==> config.mk <==
export PLATFORM = sky130hd
export DESIGN_NAME = argmax_readout
export DESIGN_NICKNAME = d
export VERILOG_FILES = /design/src/rtl/fc_pkg.sv /design/src/rtl/argmax_update.sv /design/src/rtl/argmax_readout.sv
export SDC_FILE = /design/constraint.sdc
export NUM_CORES = 1
export LEC_CHECK = 0
export BUFFER_PORTS_ARGS = -buffer_cell sky130_fd_sc_hd__buf_2
export CAP_MARGIN = 20
export CORE_UTILIZATION = 45
export DETAILED_ROUTE_END_ITERATION = 10
export GPL_ROUTABILITY_DRIVEN = 0
export PLACE_DENSITY = 0.68
export SYNTH_ARGS = -nofsm -noshare
export SYNTH_HDL_FRONTEND = slang
export SYNTH_SLANG_ARGS = --single-unit
==> constraint.sdc <==
create_clock -name clk -period 8 [get_ports clk]
set_input_delay 1.2 -clock clk [delete_from_list [all_inputs] [get_ports clk]]
set_output_delay 1.2 -clock clk [all_outputs]
set_load 0.05 [all_outputs]
==> src/rtl/fc_pkg.sv <==
// Shared constants and types for the fully-connected classifier
// and its result-side consumers.
package fc_pkg;

  localparam int DATA_W      = 16;
  localparam int NUM_CLASSES = 10;
  localparam int IDX_W       = 4;

  typedef logic signed [DATA_W-1:0] logit_t;

  typedef enum logic [1:0] {
    ST_IDLE,
    ST_SCAN,
    ST_HOLD
  } state_e;

  localparam logit_t LOGIT_MIN = {1'b1, {(DATA_W-1){1'b0}}};

endpackage

==> src/rtl/argmax_update.sv <==
// One argmax step: folds logit i into the running
// (max, second, idx) triple. Index 0 seeds the triple.
module argmax_update
  import fc_pkg::*;
#(
  parameter int DATA_W = fc_pkg::DATA_W,
  parameter int IDX_W  = fc_pkg::IDX_W
) (
  input  logic signed [DATA_W-1:0] max_in,
  input  logic signed [DATA_W-1:0] sec_in,
  input  logic        [IDX_W-1:0]  idx_in,
  input  logic signed [DATA_W-1:0] l_in,
  input  logic        [IDX_W-1:0]  i_in,
  output logic signed [DATA_W-1:0] max_out,
  output logic signed [DATA_W-1:0] sec_out,
  output logic        [IDX_W-1:0]  idx_out
);

  localparam logic signed [DATA_W-1:0] MIN_V =
    {1'b1, {(DATA_W-1){1'b0}}};

  // Strict compare keeps the lowest index on ties; an equal
  // logit still becomes the runner-up.
  always_comb begin
    max_out = max_in;
    sec_out = sec_in;
    idx_out = idx_in;
    priority case (1'b1)
      (i_in == '0): begin
        max_out = l_in;
        sec_out = MIN_V;
        idx_out = '0;
      end
      (l_in > max_in): begin
        sec_out = max_in;
        max_out = l_in;
        idx_out = i_in;
      end
      (l_in > sec_in): begin
        sec_out = l_in;
      end
      default: ;
    endcase
  end

endmodule

==> src/rtl/argmax_readout.sv <==
// Serial argmax over captured classifier logits with a
// valid/ready result port and a sticky overrun flag.
module argmax_readout
  import fc_pkg::*;
#(
  parameter int NUM_CLASSES = fc_pkg::NUM_CLASSES,
  parameter int DATA_W      = fc_pkg::DATA_W,
  parameter int IDX_W       = fc_pkg::IDX_W
) (
  input  logic                          clk,
  input  logic                          rst,
  input  logic                          done_in,
  input  logic [NUM_CLASSES*DATA_W-1:0] logits_in,
  output logic                          busy,
  output logic                          pred_valid,
  input  logic                          pred_ready,
  output logic [IDX_W-1:0]              pred_idx,
  output logic [DATA_W-1:0]             pred_val,
  output logic [DATA_W:0]               pred_margin,
  output logic                          overrun
);

  localparam logic [IDX_W-1:0] LAST = IDX_W'(NUM_CLASSES-1);

  state_e state_q, state_d;

  logic [NUM_CLASSES*DATA_W-1:0] lg_q, lg_d;
  logic [IDX_W-1:0]  cnt_q, cnt_d;
  logic [IDX_W-1:0]  idx_q, idx_d;
  logic [IDX_W-1:0]  pidx_q, pidx_d;
  logic [DATA_W-1:0] pval_q, pval_d;
  logic [DATA_W:0]   pmar_q, pmar_d;
  logic              ovr_q, ovr_d;

  logic signed [DATA_W-1:0] max_q, max_d;
  logic signed [DATA_W-1:0] sec_q, sec_d;
  logic signed [DATA_W-1:0] l_cur;
  logic signed [DATA_W-1:0] upd_max, upd_sec;
  logic        [IDX_W-1:0]  upd_idx;

  assign l_cur = lg_q[int'(cnt_q)*DATA_W +: DATA_W];

  argmax_update #(
    .DATA_W (DATA_W),
    .IDX_W  (IDX_W)
  ) u_upd (
    .max_in  (max_q),
    .sec_in  (sec_q),
    .idx_in  (idx_q),
    .l_in    (l_cur),
    .i_in    (cnt_q),
    .max_out (upd_max),
    .sec_out (upd_sec),
    .idx_out (upd_idx)
  );

  // Next-state: capture, serial scan, result hold/handshake.
  always_comb begin
    state_d = state_q;
    lg_d    = lg_q;
    cnt_d   = cnt_q;
    max_d   = max_q;
    sec_d   = sec_q;
    idx_d   = idx_q;
    pidx_d  = pidx_q;
    pval_d  = pval_q;
    pmar_d  = pmar_q;
    ovr_d   = ovr_q;
    unique case (state_q)
      ST_IDLE: begin
        if (done_in) begin
          lg_d    = logits_in;
          cnt_d   = '0;
          state_d = ST_SCAN;
        end
      end
      ST_SCAN: begin
        max_d = upd_max;
        sec_d = upd_sec;
        idx_d = upd_idx;
        if (done_in) ovr_d = 1'b1;
        if (cnt_q == LAST) begin
          pidx_d  = upd_idx;
          pval_d  = upd_max;
          pmar_d  = {upd_max[DATA_W-1], upd_max}
                  - {upd_sec[DATA_W-1], upd_sec};
          state_d = ST_HOLD;
        end else begin
          cnt_d = cnt_q + 1'b1;
        end
      end
      ST_HOLD: begin
        if (pred_ready) begin
          if (done_in) begin
            lg_d    = logits_in;
            cnt_d   = '0;
            state_d = ST_SCAN;
          end else begin
            state_d = ST_IDLE;
          end
        end else if (done_in) begin
          ovr_d = 1'b1;
        end
      end
      default: state_d = ST_IDLE;
    endcase
  end

  // State and datapath registers; reset aborts any operation.
  always_ff @(posedge clk or posedge rst) begin
    if (rst) begin
      state_q <= ST_IDLE;
      lg_q    <= '0;
      cnt_q   <= '0;
      max_q   <= '0;
      sec_q   <= '0;
      idx_q   <= '0;
      pidx_q  <= '0;
      pval_q  <= '0;
      pmar_q  <= '0;
      ovr_q   <= 1'b0;
    end else begin
      state_q <= state_d;
      lg_q    <= lg_d;
      cnt_q   <= cnt_d;
      max_q   <= max_d;
      sec_q   <= sec_d;
      idx_q   <= idx_d;
      pidx_q  <= pidx_d;
      pval_q  <= pval_d;
      pmar_q  <= pmar_d;
      ovr_q   <= ovr_d;
    end
  end

  assign busy        = (state_q != ST_IDLE);
  assign pred_valid  = (state_q == ST_HOLD);
  assign pred_idx    = pidx_q;
  assign pred_val    = pval_q;
  assign pred_margin = pmar_q;
  assign overrun     = ovr_q;

endmodule

Yosys cells after proc, flatten, opt, wreduce, memory -nomap -nowiden
Index checks and enable logic that the tools add are counted.
- flip-flop bits (word level): 240
- latch bits: 0
- RAM bits: 0
- memory bits (read-only): 0
- input bits: 164
- output and inout bits: 40
- word-level logic and storage cells: 56
- memories: 0
- add/sub/neg operators: 2
- multipliers: 0
- divide/modulo/power cells: 0
- order comparisons: 2
- equal/unequal tests: 8
- shifts and indexed selects: 1
- muxes and demuxes: 22
- bitwise logic cells: 0
- reduce and logical (&&, ||, !) cells: 11
- operators with widths (kind ; count):
    160-bit two-way mux ; 2
    160-bit case mux with 2 select lines ; 1
    160-bit by 9-bit indexed part select with 16-bit output ; 1
    16-bit two-way mux ; 5
    16-bit greater-than comparator ; 2
    4-bit two-way mux ; 5
    16-bit by 16-bit subtractor with 17-bit output ; 1
    4-bit case mux with 3 select lines ; 1
    2-bit != test, second input constant ; 4
    2-bit two-way mux ; 3
    2-bit case mux with 3 select lines ; 1
    2-bit AND reduction ; 3
    3-bit AND reduction ; 2
    2-bit nonzero test ; 3
    4-bit by 1-bit adder with 4-bit output, second input constant ; 1
    4-bit equality test, second input constant ; 1
    4-bit zero test ; 1
    1-bit two-way mux ; 3
    3-bit nonzero test ; 1
    2-bit by 1-bit equality test with 1-bit output, second input constant ; 1
    2-bit equality test, second input constant ; 1
    2-bit zero test ; 1
    2-bit by 1-bit != test with 1-bit output, second input constant ; 1
    1-bit case mux with 2 select lines ; 1

Depth between registers and ports, before layout
- depth after elaboration: 6
- mapped depth: 25
- depth with buffers taken out: 22

Cells and area by module
From an unflattened synthesis, not the netlist that was laid out.
- cells, all modules: 1432
- area, all modules: 12485.7 um2
- by module, submodules not included (module ; instances ; cells an instance ; area an instance (um2) ; sequential area each (um2)):
    argmax_readout ; 1 ; 1217 ; 11008.1 ; 6005.8
    argmax_update ; 1 ; 215 ; 1477.7 ; 0.0

Least setup slack after synthesis
No wires, ideal clock.
- path type: reg-to-reg
- start: register cnt_q[3]
- end: register pmar_q[16], in the netlist pred_margin[16]
- setup time: 0.134 ns
- data arrival time: 5.570 ns
- data required time: 7.866 ns
- path slack: 2.296 ns
- stages on the path, launching flop included: 23
- buffers on the path: 3
- period minus slack after synthesis: 5.704 ns
- cells stage by stage: dfrtp_1 > buf_2 > clkbuf_1 > mux4_2 > a221o_1 > ha_1 > nand4_1 > or4_4 > a21oi_2 > nor4_1 > o22ai_4 > buf_8 > mux2i_1 > o22ai_1 > ha_1 > fa_1 > nor2b_1 > o21a_1 > o21ai_0 > a2111oi_0 > o31ai_1 > a31oi_1 > o21ai_0
- longest elaborated chain between the ends: 6
- elaborated cells on any way between the ends: 12
- classes of those cells: 1 x add/sub; 2 x order compare; 1 x eq/ne; 1 x shift; 5 x mux; 2 x reduce/logical
- RTL lines (what ; RTL line ; source):
    from (decl) ; argmax_readout.sv:28 ; logic [IDX_W-1:0] cnt_q, cnt_d;
    from (signal assigned) ; argmax_readout.sv:125 ; cnt_q <= cnt_d;
    160-bit by 9-bit indexed part select with 16-bit output ; argmax_readout.sv:41 ; assign l_cur = lg_q[int'(cnt_q)*DATA_W +: DATA_W];
    16-bit greater-than comparator ; argmax_update.sv:39 ; (l_in > sec_in): begin
    16-bit two-way mux (2 in a row) ; argmax_update.sv:28 ; priority case (1'b1)
    16-bit two-way mux * ; argmax_update.sv:28 ;
    named net u_upd.sec_out[0] ; argmax_update.sv:15 ; output logic signed [DATA_W-1:0] sec_out,
    16-bit by 16-bit subtractor with 17-bit output * ; argmax_readout.sv:86 ; - {upd_sec[DATA_W-1], upd_sec};
    to (signal assigned) ; argmax_readout.sv:131 ; pmar_q <= pmar_d;
    to (decl) ; argmax_readout.sv:32 ; logic [DATA_W:0] pmar_q, pmar_d;
Mark *: on every way through the listed nets, which the timed path passes. The rest lies on a longest branch.
A chain may end at the register's enable or synchronous reset.

Worst setup path after layout
- start: register cnt_q[0]
- end: register pmar_q[16], in the netlist pred_margin[16]
- elaborated cells on any way between the ends: 12
- classes of those cells: 1 x add/sub; 2 x order compare; 1 x eq/ne; 1 x shift; 5 x mux; 2 x reduce/logical
- RTL lines (what ; RTL line ; source):
    160-bit by 9-bit indexed part select with 16-bit output ; argmax_readout.sv:41 ;
    16-bit greater-than comparator ; argmax_update.sv:34 ; (l_in > max_in): begin
    16-bit two-way mux ; argmax_update.sv:28 ;
    16-bit two-way mux * ; argmax_update.sv:28 ;
    named net u_upd.max_out[11] ; argmax_update.sv:14 ; output logic signed [DATA_W-1:0] max_out,
    16-bit by 16-bit subtractor with 17-bit output * ; argmax_readout.sv:86 ;
Marks and branches as above.

==> impl_results.rst <==
.. list-table::
   :header-rows: 1

   * - Metric
     - Value
   * - Portion of the post-synthesis area used by sequential elements
     - 0.477
   * - Fraction of synthesis flops using an asynchronous set or reset pin
     - 1.00
   * - Startpoint kind of the worst setup timing path
     - register
   * - Wire length of the first global-routing pass
     - ~52000 µm
   * - Total congestion overflow after global routing
     - 0
   * - 1st-pass router iterations
     - 5
   * - Cells after Synth
     - approximately 1100
   * - # hold bufs at CTS
     - 0
   * - Max-cap violation count
     - 0
   * - Leading area contributor after synthesis
     - sky130_fd_sc_hd__dfrtp_1
   * - Net count of the mapped netlist
     - ~1300
   * - Library cell used as clock root buffer
     - sky130_fd_sc_hd__clkbuf_16
   * - Vias in the first global route
     - between 9000 and 10000
   * - Cell Rows
     - 60
   * - Relative max-transition margin
     - 0.266
   * - Clock sinks
     - 240
   * - First-iteration detailed-routing DRC count
     - 650
   * - Class of the most critical setup path
     - reg -> reg
   * - Worst Tran Pin Value
     - approximately 1.1 ns
   * - Final number of setup-violating endpoints
     - 0
   * - Final hold vios
     - 0
   * - Yosys reg bits
     - 240
   * - Number of buffers created by CTS
     - 26
   * - Die Outline Area
     - around 29000 µm²
   * - Initial antenna violation count
     - 3
   * - I/O pin total
     - between 200 and 250
   * - Clk_lat worst skew
     - 0.55 ns
   * - Most used flip-flop cell after synthesis
     - sky130_fd_sc_hd__dfrtp_1
   * - Top cells by area, synth
     - sky130_fd_sc_hd__dfrtp_1 (48%), sky130_fd_sc_hd__mux2_2 (16%), sky130_fd_sc_hd__ha_1 (5.1%)
   * - Required arrival time at the worst endpoint
     - 8.39 ns
   * - Setup TNS
     - 0 ns
   * - Final critical-path share of the clock period
     - 0.884
   * - Share of cells above drive strength 1
     - 0.371
   * - Run status
     - complete, no violations
   * - Peak Freq
     - 141 MHz
   * - Relative area change from synthesis to final layout
     - 17.5%
   * - Largest net degree at the start of global routing
     - 164
   * - Post-route minimum period
     - just over 7 ns
   * - Height of the die
     - 169 µm
   * - Core area
     - roughly 27000 µm²
   * - Detailed placer's ending HPWL
     - roughly 24000 µm
   * - H-tree depth
     - 1
   * - Total wire length
     - roughly 33000 µm
   * - Initial core utilization
     - 0.463
   * - Via count
     - about 9300
   * - Wire length per cell after detailed routing
     - around 20 µm
   * - Post-DRT Antenna Nets
     - 0
   * - Number of nets in the final layout
     - about 1500
   * - Crit-path max FO
     - 16
   * - Max Clock Skew
     - about 0.017 ns
   * - Global-route usage over all layers
     - 0.233
   * - Post-CTS Setup Repair Bufs
     - 0
   * - Unrepaired setup endpoints after global routing
     - false
   * - Antenna cells
     - 0
   * - Via-per-instance ratio
     - roughly 5.7
   * - Post-synth EDFFs
     - 0
   * - Number of gates given a new drive strength after cts
     - 0
   * - Mapped Avg Cell Area
     - between 10 and 15 µm²
   * - Most frequent cell after synthesis
     - sky130_fd_sc_hd__dfrtp_1
   * - Library cells used by synthesis
     - roughly 70
   * - TritonCTS clock tree
     - done
   * - Critical path arrival
     - roughly 7.5 ns
   * - Yosys warning total
     - 0
   * - Die width
     - 169 µm
   * - Drt drc
     - 0
   * - Post-Syn Area
     - 12600 µm²
   * - Count of buffers from port buffering
     - 203
   * - Tightest Hold Check Type
     - reg -> reg
   * - Final count of pins violating max slew
     - 0
   * - Clock input transition at the sequential cells of the worst setup and hold paths
     - approximately 0.060 ns
   * - Type of destination of the critical path
     - register
   * - Maximum root-to-sink buffer count
     - 3
   * - Cell types with the highest counts after synthesis
     - sky130_fd_sc_hd__dfrtp_1 (240), sky130_fd_sc_hd__mux2_2 (175), sky130_fd_sc_hd__nand2_1 (67)
   * - Area share of the largest cell type after synthesis
     - 0.477
-- cell families after synthesis --
group,after synthesis,synth area share
xor+xnor,12,0.00835
mux,253,0.235
flops,240,0.477
buf+inv,118,0.0386
fa+ha+maj,52,0.0523
compound gates,199,0.114
simple gates,190,0.0750
-- routing by layer --
metal / track usage / share of wire / vias up / wire [µm]
li1: - / - / 4294 / -
met1: 0.326 / 0.44 / 4610 / 14700
met2: 0.364 / 0.45 / 358 / 15000
met3: 0.0492 / 0.075 / 57 / 2480
met4: 0.0713 / 0.028 / 6 / 921
met5: 0 / 0.0010 / - / 34
-- registers in the layout, summed over array words and instances, names as in the netlist --
name	count
overrun	1
pred_idx	4
idx_q	4
sec_q	16
pred_val	16
pred_margin	17
state_q	2
lg_q	160
max_q	16
cnt_q	4
-- stage by stage --
| stage | hold slack [ns] | worst slack (ns) | utilization | cell area [µm²] | instances |
|---|---|---|---|---|---|
| detailed placement | 0.465 | 0.819 | 0.513 | 13900 | 1589 |
| global placement | 0.455 | 0.894 | 0.513 | 13900 | 1589 |
| CTS | 0.478 | 0.756 | 0.543 | 14800 | 1631 |
| floorplan | 0.466 | 0.212 | - | 12600 | 1064 |
| finish | 0.470 | 0.926 | 0.544 | 14800 | 1634 |
| global route | 0.498 | 0.376 | 0.544 | 14800 | 1634 |
-- cells in the final DEF (no fill, tap or decap), types with 7 or more instances in the layout --
master | Yosys | layout
sky130_fd_sc_hd__nor2b_1 | 12 | 11
sky130_fd_sc_hd__xor2_1 | 7 | 7
sky130_fd_sc_hd__o221ai_1 | 14 | 14
sky130_fd_sc_hd__clkbuf_16 | 0 | 26
sky130_fd_sc_hd__a21oi_1 | 20 | 20
sky130_fd_sc_hd__nor2_1 | 24 | 24
sky130_fd_sc_hd__clkbuf_1 | 44 | 7
sky130_fd_sc_hd__ha_1 | 51 | 51
sky130_fd_sc_hd__buf_2 | 12 | 203
sky130_fd_sc_hd__o21ai_0 | 48 | 48
sky130_fd_sc_hd__nand2_1 | 67 | 67
sky130_fd_sc_hd__a221o_1 | 14 | 14
sky130_fd_sc_hd__o22ai_1 | 18 | 18
sky130_fd_sc_hd__mux4_2 | 16 | 16
sky130_fd_sc_hd__dfrtp_1 | 240 | 239
sky130_fd_sc_hd__inv_1 | 51 | 50
sky130_fd_sc_hd__buf_4 | 0 | 18
sky130_fd_sc_hd__a2bb2oi_1 | 11 | 11
sky130_fd_sc_hd__mux2_2 | 175 | 175
sky130_fd_sc_hd__mux2i_1 | 61 | 61
sky130_fd_sc_hd__a21o_1 | 7 | 7
sky130_fd_sc_hd__nand4_1 | 19 | 19
sky130_fd_sc_hd__nand3_1 | 32 | 32
sky130_fd_sc_hd__a22o_1 | 16 | 16
-- final cells by class --
class,count,area [µm²]
inverters,51,199
repair buffers,223,1180
multi-input cells,706,6120
clock buffers,38,746
flip-flops and latches,240,6010
fillers,2419,12400
well taps,372,465
clock inverters,4,70.1
-- worst max-delay path: stages (launching register included) --
cell	delay [ns]
sky130_fd_sc_hd__dfrtp_1	0.70
sky130_fd_sc_hd__inv_1	0.20
sky130_fd_sc_hd__nor2_1	0.87
sky130_fd_sc_hd__a22o_1	0.28
sky130_fd_sc_hd__a221o_1	0.30
sky130_fd_sc_hd__ha_1	0.22
sky130_fd_sc_hd__nand4_1	0.17
sky130_fd_sc_hd__nor4_1	0.34
sky130_fd_sc_hd__a21bo_2	0.27
sky130_fd_sc_hd__and4_1	0.20
sky130_fd_sc_hd__o31ai_4	0.53
sky130_fd_sc_hd__buf_6	0.26
sky130_fd_sc_hd__mux2_2	0.36
sky130_fd_sc_hd__ha_1	0.35
sky130_fd_sc_hd__nand2_1	0.10
sky130_fd_sc_hd__a21boi_0	0.32
sky130_fd_sc_hd__nand2_1	0.19
sky130_fd_sc_hd__a2111oi_0	0.77
sky130_fd_sc_hd__o31ai_1	0.19
sky130_fd_sc_hd__a31oi_1	0.19
sky130_fd_sc_hd__o21ai_0	0.08
-- worst paths after layout --
kind,slack (ns),from,end,depth (start not counted)
setup / recovery,0.93,cnt_q[0],pred_margin[16],20
hold / removal,0.47,pred_margin[9],pred_margin[9],2
setup reg to reg,0.93,cnt_q[0],pred_margin[16],20
hold reg to reg,0.47,pred_margin[9],pred_margin[9],2
max in group asynchronous,5.81,rst,lg_q[108],3
min in group asynchronous,0.78,rst,pred_val[13],2
Power is left out: the tool's default activity adds up to more than one toggle a clock period on the data nets, which glitch-free logic cannot reach.
